$ cat config.mk
export PLATFORM = sky130hd
export DESIGN_NAME = x7seg_scan_bcd
export DESIGN_NICKNAME = d
export VERILOG_FILES = /design/src/rtl/x7seg_scan_bcd_pkg.sv /design/src/rtl/x7seg_scan_bcd_bin2bcd_seq.sv /design/src/rtl/x7seg_scan_bcd.sv
export SDC_FILE = /design/constraint.sdc
export NUM_CORES = 1
export LEC_CHECK = 0
export ABC_AREA = 1
export CAP_MARGIN = 40
export CORE_MARGIN = 2
export CORE_UTILIZATION = 45
export DETAILED_ROUTE_END_ITERATION = 8
export PLACE_DENSITY = 0.62
export SLEW_MARGIN = 20
export SYNTH_ARGS = -nofsm -noshare
export SYNTH_HDL_FRONTEND = slang
export SYNTH_HIERARCHICAL = 1
export SYNTH_SLANG_ARGS = --single-unit
$ cat constraint.sdc
create_clock -name clk -period 2.3 [get_ports clk]
set_input_delay 0.345 -clock clk [delete_from_list [all_inputs] [get_ports clk]]
set_output_delay 0.345 -clock clk [all_outputs]
set_load 0.01 [all_outputs]
$ cat src/rtl/x7seg_scan_bcd_pkg.sv
// Shared types and constants for the scanned BCD 7-segment display driver.
// Segment patterns are active-low, bit6=a ... bit0=g.
package x7seg_scan_bcd_pkg;

  localparam logic [6:0] SEG_BLANK = 7'h7F;
  localparam logic [6:0] SEG_DASH  = 7'h7E;

  typedef enum logic [1:0] {
    IDLE,
    SHIFT,
    LATCH
  } state_e;

  function automatic logic [6:0] seg_of(input logic [3:0] digit);
    logic [6:0] seg;
    case (digit)
      4'd0:    seg = 7'b0000001;
      4'd1:    seg = 7'b1001111;
      4'd2:    seg = 7'b0010010;
      4'd3:    seg = 7'b0000110;
      4'd4:    seg = 7'b1001100;
      4'd5:    seg = 7'b0100100;
      4'd6:    seg = 7'b0100000;
      4'd7:    seg = 7'b0001111;
      4'd8:    seg = 7'b0000000;
      4'd9:    seg = 7'b0000100;
      default: seg = SEG_BLANK;
    endcase
    return seg;
  endfunction

endpackage

$ cat src/rtl/x7seg_scan_bcd_bin2bcd_seq.sv
// Sequential binary-to-BCD converter: load/busy/done handshake around an
// iterative double-dabble datapath that consumes one input bit per clock.
module x7seg_scan_bcd_bin2bcd_seq
  import x7seg_scan_bcd_pkg::*;
#(
  parameter int unsigned IN_W  = 8,
  parameter int unsigned N_DIG = 4
) (
  input  logic                 i_clk,
  input  logic                 i_clr,
  input  logic                 i_load,
  input  logic [IN_W-1:0]      i_x,
  output logic [4*N_DIG-1:0]   o_bcd,
  output logic                 o_overflow,
  output logic                 o_busy,
  output logic                 o_done
);

  localparam int unsigned BCD_W = 4 * N_DIG;
  localparam int unsigned CNT_W = $clog2(IN_W + 1);

  state_e             r_state;
  logic [IN_W-1:0]    r_bin;
  logic [BCD_W-1:0]   r_bcd;
  logic [CNT_W-1:0]   r_cnt;
  logic               r_ovf;

  logic [BCD_W-1:0]       w_adj;
  logic [BCD_W+IN_W-1:0]  w_shift;

  always_comb begin
    w_adj = r_bcd;
    for (int i = 0; i < N_DIG; i++) begin
      if (r_bcd[4*i +: 4] >= 4'd5) begin
        w_adj[4*i +: 4] = r_bcd[4*i +: 4] + 4'd3;
      end
    end
  end

  // {bcd, bin} shifted left by one; w_adj's MSB falls off the top.
  assign w_shift = {w_adj[BCD_W-2:0], r_bin, 1'b0};

  always_ff @(posedge i_clk) begin
    if (i_clr) begin
      r_state    <= IDLE;
      r_bin      <= '0;
      r_bcd      <= '0;
      r_cnt      <= '0;
      r_ovf      <= 1'b0;
      o_bcd      <= '0;
      o_overflow <= 1'b0;
      o_busy     <= 1'b0;
      o_done     <= 1'b0;
    end else begin
      o_done <= 1'b0;
      case (r_state)
        IDLE: begin
          if (i_load) begin
            r_bin   <= i_x;
            r_bcd   <= '0;
            r_ovf   <= 1'b0;
            r_cnt   <= CNT_W'(IN_W);
            o_busy  <= 1'b1;
            r_state <= SHIFT;
          end
        end
        SHIFT: begin
          {r_bcd, r_bin} <= w_shift;
          if (w_adj[BCD_W-1]) begin
            r_ovf <= 1'b1;
          end
          r_cnt <= r_cnt - 1'b1;
          if (r_cnt == CNT_W'(1)) begin
            r_state <= LATCH;
          end
        end
        LATCH: begin
          o_bcd      <= r_bcd;
          o_overflow <= r_ovf;
          o_done     <= 1'b1;
          o_busy     <= 1'b0;
          r_state    <= IDLE;
        end
        default: r_state <= IDLE;
      endcase
    end
  end

endmodule

$ cat src/rtl/x7seg_scan_bcd.sv
// Time-multiplexed common-anode 7-segment driver with on-the-fly BCD
// conversion, leading-zero blanking, per-digit decimal point and overflow dashes.
module x7seg_scan_bcd
  import x7seg_scan_bcd_pkg::*;
#(
  parameter int unsigned IN_W  = 8,
  parameter int unsigned N_DIG = 4,
  parameter int unsigned DIV_W = 18
) (
  input  logic               clk,
  input  logic               clr,
  input  logic [IN_W-1:0]    x,
  input  logic               load,
  input  logic               blank_lz,
  input  logic [N_DIG-1:0]   dp_mask,
  output logic               busy,
  output logic               done,
  output logic               overflow,
  output logic [6:0]         a_to_g,
  output logic               dp,
  output logic [N_DIG-1:0]   an
);

  localparam int unsigned IDX_W = (N_DIG > 1) ? $clog2(N_DIG) : 1;

  logic [DIV_W-1:0]    r_pre;
  logic [IDX_W-1:0]    r_idx;

  logic [4*N_DIG-1:0]  w_bcd;
  logic [N_DIG-1:0]    w_blank;
  logic                w_run;
  logic [3:0]          w_digit;
  logic [6:0]          w_seg;

  x7seg_scan_bcd_bin2bcd_seq #(
    .IN_W  (IN_W),
    .N_DIG (N_DIG)
  ) u_conv (
    .i_clk      (clk),
    .i_clr      (clr),
    .i_load     (load),
    .i_x        (x),
    .o_bcd      (w_bcd),
    .o_overflow (overflow),
    .o_busy     (busy),
    .o_done     (done)
  );

  always_ff @(posedge clk) begin
    if (clr) begin
      r_pre <= '0;
      r_idx <= '0;
    end else begin
      r_pre <= r_pre + 1'b1;
      if (&r_pre) begin
        r_idx <= (r_idx == IDX_W'(N_DIG - 1)) ? '0 : r_idx + 1'b1;
      end
    end
  end

  // A lit decimal point stops the zero run, so nothing at or right of it blanks.
  always_comb begin
    w_blank = '0;
    w_run   = blank_lz;
    for (int i = N_DIG - 1; i >= 1; i--) begin
      w_run      = w_run & (w_bcd[4*i +: 4] == 4'd0) & ~dp_mask[i];
      w_blank[i] = w_run;
    end
  end

  always_comb begin
    w_digit = w_bcd[4*r_idx +: 4];
    if (overflow) begin
      w_seg = SEG_DASH;
    end else if (w_blank[r_idx]) begin
      w_seg = SEG_BLANK;
    end else begin
      w_seg = seg_of(w_digit);
    end
  end

  always_ff @(posedge clk) begin
    if (clr) begin
      a_to_g <= SEG_BLANK;
      dp     <= 1'b1;
      an     <= '1;
    end else begin
      a_to_g <= w_seg;
      dp     <= ~dp_mask[r_idx];
      an     <= ~(N_DIG'(1) << r_idx);
    end
  end

endmodule

==> flow_summary.yaml, run 1 <==
synthesis:
  synth_simple_gate_area_share: 0.309
  synth-seq-cells: 82
  synth.area.top_cells: "sky130_fd_sc_hd__dfxtp_1, sky130_fd_sc_hd__nand2_1, sky130_fd_sc_hd__nand3_1, sky130_fd_sc_hd__ha_1, sky130_fd_sc_hd__o21ai_0"
  postSynthNetCount: 569
  synth-compound-area-share: 0.120
  synth.avg_cell_area_sq_um: 7.33
  yosys-mux-area-fraction: 0
  syn-instance-count: 532
  synth_xor_xnor_area_share: 0.0157
  synth_most_common_cell: "sky130_fd_sc_hd__nand2_1"
  synth.yosys.seq_area_share: 0.421
  synth.largest_area_cell: "sky130_fd_sc_hd__dfxtp_1"
  netlist_top_cells_count: "sky130_fd_sc_hd__nand2_1, sky130_fd_sc_hd__dfxtp_1, sky130_fd_sc_hd__nor2_1"
  yosysWarningCount: 6
  synth-adder-area-share: 0.0674
  synth_top_family_by_area: "simple AND/OR/NAND/NOR gates"
  area_share_of_the_largest_cell_type_after_synthesis: 0.421
  number_of_flops_mapped_to_enable_cells_by_yosys: 0
  asyncSetResetFlopFracSynth: 0
  netlist-cell-type-count: 31
  post_synth_instance_area_sq_mm: 0.00390
  synth-main-ff-cell: "sky130_fd_sc_hd__dfxtp_1"
die:
  floorplan.io_pins: 31
  initial_utilization: 0.470
  core-area_sq_mm: 0.00830
  die_x_microns: 97.1
  die_area_sq_mm: 0.00942
  placement_rows: 33
  dieHeight_microns: 97.1
timing:
  worst-slew-pin-transition_ns: 0.470
  final_number_of_setup_violating_endpoints: 0
  worst_slack_ns: 0.414
  slew_viol_final: 0
  hold-worst-slack_ns: 0.455
  timing.max_slew.rel_slack: 0.686
  min_period_ns: 1.89
  fin_setup_tns_ns: 0
  finalHoldViolCount: 0
  final_skew_ns: 0.0116
  grt_setup_unrepaired: "false"
  final_period_util: 0.820
  max_freq_mhz: 530
routing:
  drtIter0Drc: 148
  detail_route.vias_per_cell: 5.05
  post-route-drc-count: 0
  dr_total_vias: 3417
  routed_wirelength_mm: 8.19
  wl_per_cell_microns: 12.1
  antenna_violating_nets_post_route: 0
  total_iterations_of_the_first_detailed_routing_run: 4
critical_path:
  worst_ep_arrival_time_ns: 2.12
  startpoint_type: "register"
  critical_path_buf_inv_count: 2
  cpLargestDelayFamily: "simple AND/OR/NAND/NOR gates"
  worst_ep_required_time_ns: 2.53
  crit_chain: "inv_2 -> nand2_1 -> nand3_1 -> nand2_1 -> inv_1 -> ha_1 -> nand3b_1 -> nand3_1 -> nand2_1 -> nand2_1 -> nand2_1"
  slowest_delay_ns: 0.53
  critical_path.most_common_cell: "sky130_fd_sc_hd__nand2_1"
  timing.critical_path.from: "r_idx[0]"
  worstSetupEndpointType: "register"
  cp_max_stage_cell: "sky130_fd_sc_hd__dfxtp_1"
  crit-reg2reg-launch: "r_idx[0]"
  cp_max_fo: 15
  criticalPathCategory: "register to register"
placement:
  place.detailed.instances: 661
  place_hpwl_mm: 5.98
  post_place_cell_area_sq_mm: 0.00431
  io_buffer_count: 30
  place_congestion: 0.852
  place_ws_ns: 0.438
cts:
  post_cts_resized: 0
  cts_max_path_buffers: 2
  htree_num_levels: 3
  clock_pin_slew_reported_for_the_worst_setup_and_hold_paths_after_clock_tree_synthesis_ns: 0.08
  ctsRootBufferMaster: "sky130_fd_sc_hd__clkbuf_8"
  post_cts_hold_buffer_count: 0
  clock_latency_ns: 0.35
  cts-buffers-inserted: 9
  cts_tree: "built"
  number_of_clock_sinks: 82
  post-cts-setup-buffers: 0
global_routing:
  pin_count_of_the_biggest_net_entering_global_routing: 35
  grt_pass1_wl_mm: 14.5
  gr-total-overflow: 0
  grt_antenna_before_repair: 0
  grt_usage: 0.184
  first_global_vias: 3233
power_and_ir_drop:
  peakVddDrop_mv: 0.360
  power_density_over_the_cells_mw_per_mm2: 644
  p_leak_uw: 0.00184
layout:
  layout.cell_area.non_filler_sq_mm: 0.00454
  antenna_cells: 0
  final_nets: 604
  area_delta_synth_final_pct: 16.5
  drive_gt1_frac: 0.0841
  post_layout_nonfiller_instances: 676
worst_hold_path:
  worst_hold_path_type: "register to register"
  worst_hold_start: "u_conv/r_bcd[1]"
flow_run:
  max-cap-violations: 0
run_status:
  run_status: "complete, no violations"
per-layer routing:
metal	global-route usage	up-vias	wire, microns
met2	0.276	49	3540
met1	0.262	1557	4290
li1	-	1803	-
met5	0	-	0
met4	0.0737	0	99
met3	0.0331	8	258
cells by family after synthesis:
kind of cell	count (synthesis)
AND/OR/NAND/NOR	267
adder cells (fa/ha/maj)	21
flip-flops	82
buffers and inverters	65
XOR/XNOR	7
AO/OA/AOI/OAI	90
path summary, 6_finish.rpt:
check,to,slack [ns],cells after the start
setup / recovery,a_to_g[0],0.41,11
hold / removal,u_conv/r_bcd[1],0.45,2
setup reg to reg,a_to_g[0],0.41,11
hold reg to reg,u_conv/r_bcd[1],0.45,2
final cells by class:
class	count	area, sq um
fillers	813	3760
multi-input cells	385	2000
flip-flops and latches	82	1640
repair buffers	35	338
inverters	54	203
well taps	105	131
clock buffers	10	128
clock inverters	5	104
registers in the layout (all words and copies together) (netlist names), 2 cells and up:
| signal | count |
|---|---|
| u_conv/o_bcd | 16 |
| u_conv/r_state | 2 |
| a_to_g | 7 |
| u_conv/r_bcd | 16 |
| r_idx | 2 |
| u_conv/r_bin | 8 |
| u_conv/r_cnt | 4 |
| r_pre | 18 |
| an | 4 |
tightest hold or removal path: stages, from the launching register on:
cell and delay, ns:
sky130_fd_sc_hd__dfxtp_1 0.31, sky130_fd_sc_hd__nand2_1 0.06, sky130_fd_sc_hd__nand2_1 0.04
through the flow:
stage / power (uW) / utilization
after detailed placement: 1740 / 0.519
final: 2920 / 0.547
after floorplan: 1650 / -
after global routing: 3050 / 0.547
after global placement: 1740 / 0.519
after CTS: 2960 / 0.547
where the power goes:
part           total (uW)  internal, uW  switching, uW
Clock                1220           716            506
Combinational         218          93.5            125
Sequential           1480          1460           24.3
cells in the final DEF (no fill, tap or decap):
| master | instances |
|---|---|
| sky130_fd_sc_hd__xnor2_1 | 4 |
| sky130_fd_sc_hd__nand4_1 | 6 |
| sky130_fd_sc_hd__o211ai_1 | 5 |
| sky130_fd_sc_hd__o21ai_0 | 41 |
| sky130_fd_sc_hd__or2_0 | 2 |
| sky130_fd_sc_hd__and3_1 | 1 |
| sky130_fd_sc_hd__nand3b_1 | 2 |
| sky130_fd_sc_hd__nor2_2 | 3 |
| sky130_fd_sc_hd__dfxtp_1 | 82 |
| sky130_fd_sc_hd__xor2_1 | 3 |
| sky130_fd_sc_hd__nand3_2 | 2 |
| sky130_fd_sc_hd__nor2_1 | 54 |
| sky130_fd_sc_hd__clkinv_2 | 1 |
| sky130_fd_sc_hd__nand2_2 | 9 |
| sky130_fd_sc_hd__nor3_1 | 4 |
| sky130_fd_sc_hd__nor2_4 | 6 |
| sky130_fd_sc_hd__o22ai_1 | 2 |
| sky130_fd_sc_hd__nand3_1 | 53 |
| sky130_fd_sc_hd__nand2_1 | 123 |
| sky130_fd_sc_hd__inv_2 | 7 |
| sky130_fd_sc_hd__clkinv_4 | 1 |
| sky130_fd_sc_hd__clkbuf_8 | 9 |
| sky130_fd_sc_hd__inv_1 | 47 |
| sky130_fd_sc_hd__o21ai_1 | 5 |
| sky130_fd_sc_hd__ha_1 | 21 |
| sky130_fd_sc_hd__buf_4 | 5 |
| sky130_fd_sc_hd__o21a_1 | 1 |
| sky130_fd_sc_hd__clkbuf_1 | 1 |
| sky130_fd_sc_hd__a21oi_1 | 36 |
| sky130_fd_sc_hd__nand2_4 | 1 |
| sky130_fd_sc_hd__bufinv_16 | 3 |
| sky130_fd_sc_hd__clkdlybuf4s50_1 | 30 |
| sky130_fd_sc_hd__nor3_2 | 1 |
No activity file was read; power rests on OpenSTA's default activity.
==> run 2, diff against run 1 <==
--- a/config.mk
+++ b/config.mk
@@ -10,7 +10,7 @@
 export CORE_MARGIN = 2
 export CORE_UTILIZATION = 45
 export DETAILED_ROUTE_END_ITERATION = 8
-export PLACE_DENSITY = 0.62
+export PLACE_DENSITY = 0.65
 export SLEW_MARGIN = 20
 export SYNTH_ARGS = -nofsm -noshare
 export SYNTH_HDL_FRONTEND = slang
==> constraint.sdc (replaced) <==
create_clock -name clk -period 1.6 [get_ports clk]
set_input_delay 0.24 -clock clk [delete_from_list [all_inputs] [get_ports clk]]
set_output_delay 0.24 -clock clk [all_outputs]
set_load 0.01 [all_outputs]
==> flow_summary.yaml, run 2 (synthesis results as in run 1) <==
run_status:
  run_status: "complete, no violations"
layout:
  antenna_cells: 0
  mostFrequentLayoutCell: "sky130_fd_sc_hd__nand2_1"
  drive_gt1_frac: 0.121
  max_flop_register: "r_pre"
  register_area_sq_mm: 0.00164
  number_of_fill_cells_in_the_layout: 819
  final_cell_mix: "sky130_fd_sc_hd__nand2_1, sky130_fd_sc_hd__dfxtp_1, sky130_fd_sc_hd__nor2_1, sky130_fd_sc_hd__nand3_1, sky130_fd_sc_hd__inv_1"
  multi_input_area_sq_mm: 0.00202
  largest_register_ffs: 18
  top_regs: "r_pre x18, u_conv/o_bcd x16, u_conv/r_bcd x16"
  area_delta_synth_final_pct: 19.2
  final_nets: 619
power_and_ir_drop:
  peakVddDrop_mv: 0.399
  switchingPower_uw: 941
  p_leak_uw: 0.00191
  power_density_over_the_cells_mw_per_mm2: 849
  comb_power_share: 0.087
  share_clk_of_total_power: 0.373
  swShare: 0.238
  internal-power_uw: 3010
  power.share.sequential: 0.540
critical_path:
  cp_max_fo: 9
  cpLargestDelayFamily: "simple AND/OR/NAND/NOR gates"
  crit-reg2reg-capture: "a_to_g[0]"
  worst_ep_arrival_time_ns: 1.74
  worst_ep_required_time_ns: 1.83
  worst-r2r-cell-count: 11
  register_to_register_path_setup_slack_ns: 0.09
  cp_max_stage_cell: "sky130_fd_sc_hd__dfxtp_2"
  crit-reg2reg-launch: "r_idx[0]"
  worstSetupEndpointType: "register"
  critical_path.most_common_cell: "sky130_fd_sc_hd__nand2_1"
  crit_chain: "buf_4 -> nand2_1 -> nand3_2 -> nand2_4 -> inv_2 -> ha_1 -> nand3b_1 -> nand3_1 -> nand2_1 -> nand2_1 -> nand2_1"
  criticalPathCategory: "register to register"
  critical_path_buf_inv_count: 2
  slowest_delay_ns: 0.33
  startpoint_type: "register"
die:
  initial_utilization: 0.470
  core-area_sq_mm: 0.00830
  placement_rows: 33
  dieHeight_microns: 97.1
  die_area_sq_mm: 0.00942
  floorplan.io_pins: 31
  die_x_microns: 97.1
worst_hold_path:
  whs_path_depth: 3
  worst_hold_path_type: "input port to register"
  min_to: "u_conv/r_bin[0]"
  worst_hold_start: "x[0]"
routing:
  total_iterations_of_the_first_detailed_routing_run: 4
  routed_wirelength_mm: 8.34
  detail_route.vias_per_cell: 4.99
  post-route-drc-count: 0
  antenna_violating_nets_post_route: 0
  drtIter0Drc: 137
  dr_total_vias: 3449
  wl_per_cell_microns: 12.1
global_routing:
  pin_count_of_the_biggest_net_entering_global_routing: 35
  gr-total-overflow: 0
  grt_antenna_before_repair: 0
  first_global_vias: 3210
  grt_usage: 0.187
  grt_pass1_wl_mm: 14.8
timing:
  final_number_of_setup_violating_endpoints: 0
  slew_viol_final: 0
  worst_slack_ns: 0.0919
  min_period_ns: 1.51
  final_period_util: 0.943
  worst-slew-pin-transition_ns: 0.483
  timing.max_slew.rel_slack: 0.677
  max_freq_mhz: 663
  final_skew_ns: 0.00759
  hold-worst-slack_ns: 0.422
  finalHoldViolCount: 0
cts:
  cts_max_path_buffers: 2
  number_of_clock_sinks: 82
  htree_num_levels: 3
  post_cts_hold_buffer_count: 0
  cts_tree: "built"
  clock_latency_ns: 0.35
  clock_pin_slew_reported_for_the_worst_setup_and_hold_paths_after_clock_tree_synthesis_ns: 0.08
  ctsRootBufferMaster: "sky130_fd_sc_hd__clkbuf_8"
  cts-buffers-inserted: 9
placement:
  place_congestion: 0.883
  place_hpwl_mm: 6.15
  place_ws_ns: 0.0255
  io_buffer_count: 30
flow_run:
  max-cap-violations: 0
-- run 2: changes by cell type in the layout (fill, tap and decap cells not counted), moves of 2 or more --
| cell | previous run | this run |
|---|---|---|
| sky130_fd_sc_hd__buf_4 | 5 | 19 |
| sky130_fd_sc_hd__bufinv_16 | 3 | 1 |
| sky130_fd_sc_hd__dfxtp_1 | 82 | 80 |
| sky130_fd_sc_hd__dfxtp_2 | 0 | 2 |
| sky130_fd_sc_hd__nand2_1 | 123 | 120 |
| sky130_fd_sc_hd__nand2_2 | 9 | 11 |
| sky130_fd_sc_hd__nand3_1 | 53 | 51 |
| sky130_fd_sc_hd__nand3_2 | 2 | 4 |
-- run 2: layer usage --
layer	up-vias	wire (microns)	track usage	share of wire
met1	1551	4360	0.270	0.52
met2	48	3620	0.284	0.43
met4	0	101	0.0531	0.012
li1	1841	-	-	-
met3	9	264	0.0403	0.032
met5	-	0	0	0
-- run 2: worst max-delay path by stage --
stage / from / end / slack (ns) / cells after the start
after floorplan: r_idx[0] / a_to_g[0] / 0.03 / 12
after global placement: r_idx[0] / a_to_g[0] / 0.09 / 11
after detailed placement: r_idx[0] / a_to_g[0] / 0.03 / 11
after CTS: r_idx[0] / a_to_g[0] / 0.01 / 11
after global routing: r_idx[0] / a_to_g[0] / -0.0009 / 11
final: r_idx[0] / a_to_g[0] / 0.09 / 11
-- run 2: per-stage QoR --
stage	util	cells	total power, uW	TNS (ns)	cell area, sq um
6_report	0.560	691	3950	0	4650
5_1_grt	0.560	691	4130	-0.000864	4650
4_1_cts	0.554	688	3990	0	4600
3_5_place_dp	0.532	673	2520	0	4420
3_3_place_gp	0.532	673	2520	0	4420
2_1_floorplan	-	532	2370	0	3900
-- run 2: power by group through the flow --
stage | combinational (uW) | sequential (uW) | clock (uW)
after floorplan | 181 | 2180 | 0
after global placement | 338 | 2180 | 0
after detailed placement | 342 | 2180 | 0
after CTS | 344 | 2130 | 1520
after global routing | 390 | 2140 | 1600
final | 344 | 2130 | 1470
-- run 2: area by class of cell --
cell class                      count  area share
Clock buffer                       12      0.0312
Tap cell                          105      0.0283
Sequential cell                    82       0.354
Multi-Input combinational cell    385       0.435
Timing Repair Buffer               50      0.0996
Inverter                           54      0.0436
Clock inverter                      3     0.00861
-- run 2: worst register-to-register path, cell delays in order, from the launching register on --
cell	delay [ns]
sky130_fd_sc_hd__dfxtp_2	0.33
sky130_fd_sc_hd__buf_4	0.16
sky130_fd_sc_hd__nand2_1	0.08
sky130_fd_sc_hd__nand3_2	0.10
sky130_fd_sc_hd__nand2_4	0.10
sky130_fd_sc_hd__inv_2	0.05
sky130_fd_sc_hd__ha_1	0.17
sky130_fd_sc_hd__nand3b_1	0.17
sky130_fd_sc_hd__nand3_1	0.09
sky130_fd_sc_hd__nand2_1	0.05
sky130_fd_sc_hd__nand2_1	0.05
sky130_fd_sc_hd__nand2_1	0.05
-- run 2: what timing repair did --
item | CTS | global route
setup buffers | 0 | 3
endpoints found under the setup margin | 0 | 6
resized for setup | 0 | 9
